===== config.mk =====
export PLATFORM = sky130hd
export DESIGN_NAME = lsu_boot_loader
export DESIGN_NICKNAME = d
export VERILOG_FILES = /design/src/rtl/lsu_boot_loader_pkg.sv /design/src/rtl/lsu_byte_packer.sv /design/src/rtl/lsu_boot_loader.sv
export SDC_FILE = /design/constraint.sdc
export NUM_CORES = 1
export LEC_CHECK = 0
export CORE_UTILIZATION = 25
export DETAILED_ROUTE_END_ITERATION = 10
export PLACE_DENSITY_LB_ADDON = 0.08
export SLEW_MARGIN = 20
export SYNTH_ARGS = -nofsm -noshare
export SYNTH_HDL_FRONTEND = slang
export SYNTH_HIERARCHICAL = 1
export SYNTH_SLANG_ARGS = --single-unit

===== constraint.sdc =====
create_clock -name i_clk -period 6.3 [get_ports i_clk]
set_input_delay 1.26 -clock i_clk [delete_from_list [all_inputs] [get_ports i_clk]]
set_output_delay 1.26 -clock i_clk [all_outputs]
set_load 0.01 [all_outputs]

===== src/rtl/lsu_boot_loader_pkg.sv =====
// Shared types and defaults for the LSU boot loader.
// FSM state encoding, LSU funct code and window geometry.
package lsu_boot_loader_pkg;

  typedef enum logic [2:0] {
    S_IDLE,
    S_LEN0,
    S_LEN1,
    S_DATA,
    S_WRITE,
    S_CHK,
    S_DONE,
    S_ERR
  } state_t;

  localparam logic [2:0]  FUNC_SW       = 3'b010;
  localparam logic [31:0] DEF_BASE_ADDR = 32'h0000_2000;
  localparam int          DEF_MAX_WORDS = 2048;

endpackage


===== src/rtl/lsu_byte_packer.sv =====
// Packs a little-endian byte stream into 32-bit words.
// o_word is valid (combinationally) on the cycle the 4th byte is taken.
module lsu_byte_packer
  import lsu_boot_loader_pkg::*;
(
  input  logic        i_clk,
  input  logic        i_rst_n,
  input  logic        i_clr,
  input  logic        i_take,
  input  logic [7:0]  i_byte,
  output logic [31:0] o_word,
  output logic        o_word_valid
);

  logic [1:0]  r_cnt;
  logic [23:0] r_sr;

  always_ff @(posedge i_clk or negedge i_rst_n) begin
    if (!i_rst_n) begin
      r_cnt <= 2'd0;
      r_sr  <= 24'd0;
    end else if (i_clr) begin
      r_cnt <= 2'd0;
      r_sr  <= 24'd0;
    end else if (i_take) begin
      r_cnt <= r_cnt + 2'd1;
      r_sr  <= {i_byte, r_sr[23:8]};
    end
  end

  // Earlier bytes sit low, the byte being taken lands in bits 31:24
  assign o_word       = {i_byte, r_sr};
  assign o_word_valid = i_take & (r_cnt == 2'd3);

endmodule


===== src/rtl/lsu_boot_loader.sv =====
// Boot loader filling data memory through the LSU store port.
// Define LSU_BOOT_LOADER_CHECKSUM_EN for a trailing XOR checksum byte.
module lsu_boot_loader
  import lsu_boot_loader_pkg::*;
#(
  parameter int ADDR_WIDTH = 32,
  parameter int DATA_WIDTH = 32,
  parameter logic [ADDR_WIDTH-1:0] BASE_ADDR =
    ADDR_WIDTH'(DEF_BASE_ADDR),
  parameter int MAX_WORDS = DEF_MAX_WORDS
) (
  input  logic                  i_clk,
  input  logic                  i_rst_n,
  input  logic                  i_start,
  input  logic                  i_byte_valid,
  input  logic [7:0]            i_byte_data,
  output logic                  o_byte_ready,
  output logic [ADDR_WIDTH-1:0] o_lsu_addr,
  output logic [2:0]            o_func,
  output logic                  o_lsu_wren,
  output logic [DATA_WIDTH-1:0] o_st_data,
  output logic                  o_cpu_hold,
  output logic                  o_done,
  output logic                  o_err
);

  state_t                r_state;
  logic [15:0]           r_len;
  logic [11:0]           r_idx;
  logic                  r_wren;
  logic [ADDR_WIDTH-1:0] r_addr;
  logic [DATA_WIDTH-1:0] r_st_data;
  logic                  r_hold;
  logic                  r_done;
  logic                  r_err;
`ifdef LSU_BOOT_LOADER_CHECKSUM_EN
  logic [7:0]            r_csum;
`endif

  logic        w_ready;
  logic        w_hs;
  logic        w_take;
  logic        w_start_ok;
  logic        w_last;
  logic [15:0] w_n;
  logic [31:0] w_word;
  logic        w_word_valid;

  assign w_ready = (r_state == S_LEN0) | (r_state == S_LEN1) |
                   (r_state == S_DATA) | (r_state == S_CHK);
  assign w_hs       = i_byte_valid & w_ready;
  assign w_take     = w_hs & (r_state == S_DATA);
  assign w_start_ok = i_start & ((r_state == S_IDLE) |
                      (r_state == S_DONE) | (r_state == S_ERR));
  assign w_n        = {i_byte_data, r_len[7:0]};
  assign w_last     = ({4'd0, r_idx} + 16'd1) >= r_len;

  lsu_byte_packer u_packer (
    .i_clk        (i_clk),
    .i_rst_n      (i_rst_n),
    .i_clr        (w_start_ok),
    .i_take       (w_take),
    .i_byte       (i_byte_data),
    .o_word       (w_word),
    .o_word_valid (w_word_valid)
  );

  always_ff @(posedge i_clk or negedge i_rst_n) begin
    if (!i_rst_n) begin
      r_state   <= S_IDLE;
      r_len     <= 16'd0;
      r_idx     <= 12'd0;
      r_wren    <= 1'b0;
      r_addr    <= '0;
      r_st_data <= '0;
      r_hold    <= 1'b0;
      r_done    <= 1'b0;
      r_err     <= 1'b0;
`ifdef LSU_BOOT_LOADER_CHECKSUM_EN
      r_csum    <= 8'd0;
`endif
    end else begin
      r_wren <= 1'b0;
      if (w_start_ok) begin
        r_state <= S_LEN0;
        r_idx   <= 12'd0;
        r_hold  <= 1'b1;
        r_done  <= 1'b0;
        r_err   <= 1'b0;
`ifdef LSU_BOOT_LOADER_CHECKSUM_EN
        r_csum  <= 8'd0;
`endif
      end else begin
        case (r_state)
          S_LEN0: begin
            if (w_hs) begin
              r_len[7:0] <= i_byte_data;
              r_state    <= S_LEN1;
            end
          end
          S_LEN1: begin
            if (w_hs) begin
              r_len <= w_n;
              if (w_n == 16'd0) begin
                r_state <= S_DONE;
                r_done  <= 1'b1;
                r_hold  <= 1'b0;
              end else if (w_n > 16'(MAX_WORDS)) begin
                r_state <= S_ERR;
                r_err   <= 1'b1;
              end else begin
                r_state <= S_DATA;
              end
            end
          end
          S_DATA: begin
`ifdef LSU_BOOT_LOADER_CHECKSUM_EN
            if (w_take)
              r_csum <= r_csum ^ i_byte_data;
`endif
            if (w_word_valid) begin
              r_state   <= S_WRITE;
              r_wren    <= 1'b1;
              r_addr    <= BASE_ADDR + (ADDR_WIDTH'(r_idx) << 2);
              r_st_data <= DATA_WIDTH'(w_word);
            end
          end
          S_WRITE: begin
            r_idx <= r_idx + 12'd1;
            if (!w_last) begin
              r_state <= S_DATA;
            end else begin
`ifdef LSU_BOOT_LOADER_CHECKSUM_EN
              r_state <= S_CHK;
`else
              r_state <= S_DONE;
              r_done  <= 1'b1;
              r_hold  <= 1'b0;
`endif
            end
          end
`ifdef LSU_BOOT_LOADER_CHECKSUM_EN
          S_CHK: begin
            if (w_hs) begin
              if (i_byte_data == r_csum) begin
                r_state <= S_DONE;
                r_done  <= 1'b1;
                r_hold  <= 1'b0;
              end else begin
                r_state <= S_ERR;
                r_err   <= 1'b1;
              end
            end
          end
`endif
          default: ;
        endcase
      end
    end
  end

  assign o_byte_ready = w_ready;
  assign o_lsu_addr   = r_addr;
  assign o_func       = FUNC_SW;
  assign o_lsu_wren   = r_wren;
  assign o_st_data    = r_st_data;
  assign o_cpu_hold   = r_hold;
  assign o_done       = r_done;
  assign o_err        = r_err;

endmodule


==> metrics.md, run 1 <==
| Metric | Value |
|---|---|
| Status | finished, final reports clean |
| Initial Util | 0.2580 |
| First-pass GRT wire length | about 20 mm |
| Slew margin rel. | 0.2937 |
| CTS tree | yes |
| Max VDD drop | ~0.14 mV |
| Flip-flop and latch count after synthesis | 106 |
| # setup viols final | 0 |
| Total Power | roughly 2 mW |
| H-tree Lvls | 3 |
| Post-synth ARST share | 1.000 |
| R2r worst-path depth | 13 |
| Setup tns final | 0 ns |
| Ys Warns | 6 |
| Total Routing Usage GR | 0.1268 |
| Die width | between 100 and 150 um |
| CTS-repair resized insts | 0 |
| N_diodes | 0 |
| Clk root buf | clkbuf_16 |
| Syn Area/Cell | 9.461 um^2 |
| Drt total wl | roughly 12 mm |
| Wire per inst | about 14 um |
| Nets | between 600 and 700 |
| Antenna violations before repair | 0 |
| Reg2reg setup slack | approximately 2.9 ns |
| Area post-placement | 5759 um^2 |
| Leakage | 2.929 nW |
| Remaining routing DRC violations | 0 |
| Die area | ~21000 um^2 |
| MaxCap Viol Count | 0 |
| TritonCTS buffer count | 9 |
| GRT overflow | 0 |
| Synth cell count leaders | nand2_1 (164), dfrtp_1 (106), nor2_1 (40) |
| Synth cell types | between 40 and 50 |
| Post-synth top flop | dfrtp_1 |
| Fin crit share | 0.5788 |
| IO Pins | 84 |
| Post-route cell area | roughly 6000 um^2 |
| Register clock-pin slew on the reported worst setup and hold paths | 0.07 ns |
| Synth top area cells | dfrtp_1 (52%), nand2_1 (12%), mux2i_1 (5.1%), buf_4 (4.4%), ha_1 (3.7%) |
| Measured slew at the worst slew-check pin | 1.058 ns |
| Core Region | around 20000 um^2 |
| Critical Path RT | 6.58 ns |
| Clk Latency, worst-skew pair | 0.35 ns |
| Dominant cell by count in the synthesized netlist | nand2_1 |
| Antenna-violating nets left | 0 |
| Fillers | 2069 |
| Final Hold Viols | 0 |
| WP data arrival | about 4 ns |
| DRT iter0 DRCs | 207 |
| Cell Area, Synth | 5071 um^2 |
| Max FO, Critical Path | 27 |
| Via/cell ratio | ~4.2 |
| Post-CTS Setup Bufs | 0 |
| Layout overhead on the synthesized area | 18.95% |
| Largest net degree at the start of global routing | 57 |
| DPL Wire Length | 8.170 mm |
| Post-synthesis cell count | around 540 |
| Row count | approximately 50 |
| Layout cells sized above 1 | 0.05498 |
| Crit end category | flip-flop |
| Clock buffer depth | 2 |
| EDFF count, synth | 0 |
| Inst Count DP | around 830 |
| Final core utilization | 0.3069 |
| FMAX | around 270 MHz |
| Final Slew Violations | 0 |
| Synth top area share | 0.5231 |
| First drt pass iteration count | 4 |
| Power per cell area | around 330 nW/um^2 |
| Unrepaired setup endpoints after global routing | false |
| Chip Height | roughly 140 um |
| Hold buffer count at cts | 0 |
| Critical Path Source Type | input pin |
| Clk sinks | 106 |
| Via Count | roughly 3600 |
| Final Wtd Congestion | between 0.7 and 0.8 |
| Vias in the first global route | around 3700 |
| Sequential share of the synthesized area | 0.5231 |
| WS Path Type | input pin to flip-flop |
| Cell taking the most area after synthesis | dfrtp_1 |
| Min-delay worst type | flip-flop to flip-flop |
| Depth of the worst hold-timing path | 2 |
| Worst Skew | about 0.0067 ns |
| PortBufs | between 60 and 70 |
| Final cell count without fillers | ~850 |
| Post-route minimum period | approximately 3.6 ns |
==> cell families after synthesis <==
logic type | count (synthesis) | share of synthesized area
other | 2 | 0.001481
XOR/XNOR | 13 | 0.02245
buffers and inverters | 71 | 0.08562
AO/OA/AOI/OAI | 59 | 0.07328
multiplexers | 32 | 0.06464
flip-flops | 106 | 0.5231
adder cells (fa/ha/maj) | 15 | 0.03701
AND/OR/NAND/NOR | 238 | 0.1924
==> critical path, stage by stage <==
cell             delay, ns
clkdlybuf4s50_1       0.53
nand2_1               0.13
nor2_4                0.80
and2_1                0.28
nand2_1               0.07
a311oi_1              0.28
nor2_1                0.14
or3_1                 0.34
o21ai_1               0.09
==> registers in the layout (all words and copies together) (netlist names) <==
name,cells
o_st_data,32
u_packer/r_sr,24
r_len,16
o_lsu_addr,13
r_idx,12
r_state,3
u_packer/r_cnt,2
o_cpu_hold,1
o_done,1
o_err,1
o_lsu_wren,1
==> routing by layer <==
metal,vias to the layer above,share of wire,global-route usage
met1,1732,0.50,0.1794
met3,12,0.030,0.01722
li1,1777,-,-
met4,0,0.018,0.05319
met5,-,0,0
met2,74,0.45,0.1931
==> power breakdown <==
part	switching [mW]	internal, mW	leakage [nW]
Clock	0.253	0.288	0.132
Combinational	0.315	0.230	1.36
Sequential	0.119	0.810	1.43
Total	0.687	1.33	2.93
==> per-stage QoR <==
stage          setup WS (ns)  hold slack (ns)
4_1_cts                2.657           0.4803
5_1_grt                2.433           0.5017
3_5_place_dp           2.311           0.4613
6_report               2.654           0.4746
2_1_floorplan          3.393           0.4380
3_3_place_gp           2.096           0.4619
==> path summary, 6_finish.rpt <==
check / endpoint / startpoint
max: r_state[2]$_DFFE_PN0P_ / i_byte_valid
min: o_st_data[11]$_DFFE_PN0P_ / o_st_data[11]$_DFFE_PN0P_
max reg2reg: o_cpu_hold$_DFFE_PN0P_ / r_idx[0]$_DFFE_PN0P_
min reg2reg: o_st_data[11]$_DFFE_PN0P_ / o_st_data[11]$_DFFE_PN0P_
max in group asynchronous: r_idx[0]$_DFFE_PN0P_ / i_rst_n
min in group asynchronous: o_st_data[21]$_DFFE_PN0P_ / i_rst_n
==> placed cells by master, fill, tap and decap left out, types with 2 or more instances in the layout <==
cell             netlist  layout
nand2_1              164     164
dfrtp_1              106     106
clkdlybuf4s50_1        0      60
nor2_1                40      39
o21ai_0               27      27
mux2i_1               26      26
conb_1                 2      22
inv_1                 16      16
ha_1                  15      15
clkbuf_16              0       9
nand3_1                9       8
xor2_1                 8       8
nor3_1                 6       6
a21oi_1                6       6
mux2_2                 6       6
xnor2_1                5       5
a21o_1                 5       5
buf_4                 30       5
and3_1                 4       4
a22o_1                 4       4
o21ai_1                3       3
nand2b_1               3       3
a211oi_1               3       3
and2_1                 2       2
clkinv_2               0       2
nor2b_1                2       2
nor4_1                 2       2
a311oi_1               2       2
clkbuf_1              12       2
clkbuf_8               0       2
==> area by class of cell <==
class | count | area (um^2) | area share
Timing Repair Buffer | 65 | 638.1 | 0.1058
Clock buffer | 13 | 260.3 | 0.04314
Sequential cell | 106 | 2653 | 0.4397
Clock inverter | 2 | 12.51 | 0.002074
Inverter | 17 | 65.06 | 0.01079
Multi-Input combinational cell | 379 | 2072 | 0.3435
Tap cell | 265 | 331.6 | 0.05497
Note: power is estimated with default switching activity, not from simulation.
==> inputs of run 2 (changes only) <==
Clock period 6.3 ns to 3.2 ns, I/O delays scaled along.
==> run 2 against run 1 <==
Net effect:
- clock power up 110%
- global-route usage increased by 0.58 points
- first-iteration DRC count is 33% higher
- final cell count increased by 2.4%
- sequential cell count is the same
- sequential power grew 95%
- critical path depth grew 4
- register-to-register slack worse by 2.7 ns
- critical path type is now flip-flop to flip-flop
- largest power group unchanged
==> metrics.md, run 2 (synthesis gave the netlist of run 1 again) <==
| Metric | Value |
|---|---|
| Max VDD drop | 0.2925 mV (+110%) |
| Bufs and invs on worst path | 0 (-1) |
| Nets | 625 (+3.3%) |
| Die width | 144.4 um (unchanged) |
| WP data arrival | 3.23 ns (-0.69 ns) |
| Final Hold Viols | 0 (unchanged) |
| Row count | 51 (unchanged) |
| Post-route cell area | 6222 um^2 (+3.2%) |
| Core Region | 19650 um^2 (unchanged) |
| Hold buffer count at cts | 0 (unchanged) |
| Die area | 20860 um^2 (unchanged) |
| IO Pins | 84 (unchanged) |
| CP max stage delay | 0.39 ns (-0.41 ns) |
| Antenna-violating nets left | 0 (unchanged) |
| FF+latch area | 2653 um^2 (unchanged) |
| Total Routing Usage GR | 0.1326 (+0.005793) |
| Initial Util | 0.2580 (unchanged) |
| CTS tree | yes |
| Clk sinks | 106 (unchanged) |
| Most frequent cells in the layout | nand2_1 (164), dfrtp_1 (106), clkdlybuf4s50_1 (60) |
| Critical path, cell by cell | ha_1, nand3_1, nor2_1, and3_1, and3_2, and3_1, ha_1, and3_1, a311o_1, o22ai_2, a311oi_2, nor2b_1, o21a_1 |
| Final Slew Violations | 0 (unchanged) |
| Via Count | 3686 (+2.5%) |
| Fillers | 2120 (+2.5%) |
| Fin crit share | 0.9316 |
| Worst Skew | 0.009649 ns (+0.002948 ns) |
| Via/cell ratio | 4.251 (+0.17%) |
| GRT overflow | 0 (unchanged) |
| Unrepaired setup endpoints after global routing | false |
| Clk Latency, worst-skew pair | 0.36 ns (about the same) |
| N_diodes | 0 (unchanged) |
| Post-route minimum period | roughly 3.0 ns |
| Max FO, Critical Path | 4 (-85%) |
| Final core utilization | 0.3166 (+0.009676) |
| Hold_ws | 0.2911 ns (-0.1836 ns) |
| DPL Wire Length | 8.855 mm (+8.4%) |
| Antenna violations before repair | 0 (unchanged) |
| Post-Place Setup Slack | 0.1672 ns (-2.144 ns) |
| Status | finished, final reports clean |
| Setup slack after layout | 0.2188 ns (-2.435 ns) |
| First drt pass iteration count | 6 (+2) |
| Layout overhead on the synthesized area | 22.70% |
| Slowest stage cell, crit path | dfrtp_1 |
| TritonCTS buffer count | 9 (unchanged) |
| Critical Path RT | 3.45 ns (-3.13 ns) |
| Slew margin rel. | 0.5002 (+0.2065) |
| Layout cells sized above 1 | 0.08970 (+0.03472) |
| # setup viols final | 0 (unchanged) |
| Most common cell after layout, fill and taps aside | nand2_1 |
| Measured slew at the worst slew-check pin | 0.7440 ns (-0.3143 ns) |
| Leakage | 3.040 nW (+3.8%) |
| Delay-heaviest family, CP | simple AND/OR/NAND/NOR gates |
| Cell mode on critical path | and3_1 |
| Area post-placement | 5913 um^2 (+2.7%) |
| Max reg flops | 32 (unchanged) |
| Register clock-pin slew on the reported worst setup and hold paths | 0.07 ns (about the same) |
| Wire per inst | 14.65 um (+2.2%) |
| PortBufs | 61 (unchanged) |
| Final Wtd Congestion | 0.8170 (+10%) |
| Critical Path Source Type | flip-flop |
| Clk root buf | clkbuf_16 |
| First-pass GRT wire length | 20.50 mm (+2.5%) |
| Largest net degree at the start of global routing | 45 (-21%) |
| Remaining routing DRC violations | 0 (unchanged) |
| Power per cell area | 663.2 nW/um^2 (+99%) |
| Min-delay worst type | input pin to async pin |
| DRT iter0 DRCs | 276 (+33%) |
| Crit end category | flip-flop |
| Vias in the first global route | 3658 (-0.027%) |
| WS Path Type | flip-flop to flip-flop |
| H-tree Lvls | 3 (unchanged) |
| FMAX | 335.4 MHz |
| Drt total wl | 12.70 mm (+4.7%) |
| Chip Height | 144.4 um (unchanged) |
| Setup tns final | 0 ns (unchanged) |
| Clock buffer depth | 2 (unchanged) |
| MaxCap Viol Count | 0 (unchanged) |
| Multi-input combinational cell area | 2079 um^2 (+0.36%) |
[run 2: cell types whose count changed in the layout (fill, tap and decap cells not counted)]
| cell | delta |
|---|---|
| buf_12 | +1 |
| clkbuf_8 | -1 |
| and3_1 | -1 |
| bufinv_16 | +1 |
| clkbuf_1 | -1 |
| inv_6 | +1 |
| and3_2 | +1 |
| a311oi_1 | -1 |
| a311oi_2 | +1 |
| buf_4 | +19 |
| clkinv_2 | -1 |
| clkinv_1 | +1 |
[run 2: final cells by class]
| class | count | share of cell area |
|---|---|---|
| flip-flops and latches | 106 | 0.4263 |
| multi-input cells | 379 | 0.3342 |
| repair buffers | 85 | 0.1287 |
| well taps | 265 | 0.05329 |
| clock buffers | 11 | 0.03901 |
| inverters | 17 | 0.01026 |
| clock inverters | 4 | 0.008245 |
[run 2: path summary, 6_finish.rpt]
kind / startpoint / endpoint / slack, ns / cells after the start
setup / recovery: r_idx[0]$_DFFE_PN0P_ / o_done$_DFFE_PN0P_ / 0.22 / 13
hold / removal: i_rst_n / o_st_data[13]$_DFFE_PN0P_ / 0.29 / 1
setup reg to reg: r_idx[0]$_DFFE_PN0P_ / o_done$_DFFE_PN0P_ / 0.22 / 13
hold reg to reg: o_lsu_addr[7]$_DFFE_PN0P_ / o_lsu_addr[7]$_DFFE_PN0P_ / 0.47 / 2
max in group asynchronous: i_rst_n / u_packer/r_sr[2]$_DFFE_PN0P_ / 2.18 / 2
min in group i_clk: o_lsu_addr[7]$_DFFE_PN0P_ / o_lsu_addr[7]$_DFFE_PN0P_ / 0.47 / 2
[run 2: repair_timing]
| action | in CTS | in global routing |
|---|---|---|
| resized for setup | 0 | 2 |
| endpoints found under the setup margin | 0 | 4 |
| buffers inserted | 0 | 1 |
[run 2: report_power, final]
| group | internal [mW] | switching (mW) | leakage (nW) |
|---|---|---|---|
| registers | 1.59 | 0.220 | 1.43 |
| logic | 0.501 | 0.668 | 1.47 |
| clock network | 0.627 | 0.517 | 0.142 |
| total | 2.72 | 1.40 | 3.04 |
[run 2: worst reg2reg max path, cell delays in order, from the launching register on]
cell and delay (ns):
dfrtp_1 0.39, ha_1 0.24, nand3_1 0.13, nor2_1 0.08
and3_1 0.21, and3_2 0.25, and3_1 0.20, ha_1 0.29
and3_1 0.20, a311o_1 0.37, o22ai_2 0.11, a311oi_2 0.08
nor2b_1 0.18, o21a_1 0.17
[run 2: through the flow]
step / power [mW] / instances
2_1_floorplan: 2.623 / 556
3_3_place_gp: 2.971 / 851
3_5_place_dp: 3.000 / 851
4_1_cts: 4.173 / 866
5_1_grt: 4.434 / 867
6_report: 4.127 / 867
[run 2: routing by layer]
metal	global-route usage	vias up	wire length, um
li1	-	1825	-
met1	0.1840	1758	6415
met2	0.2027	90	5590
met3	0.02020	13	473
met4	0.05983	0	223
met5	0	-	0
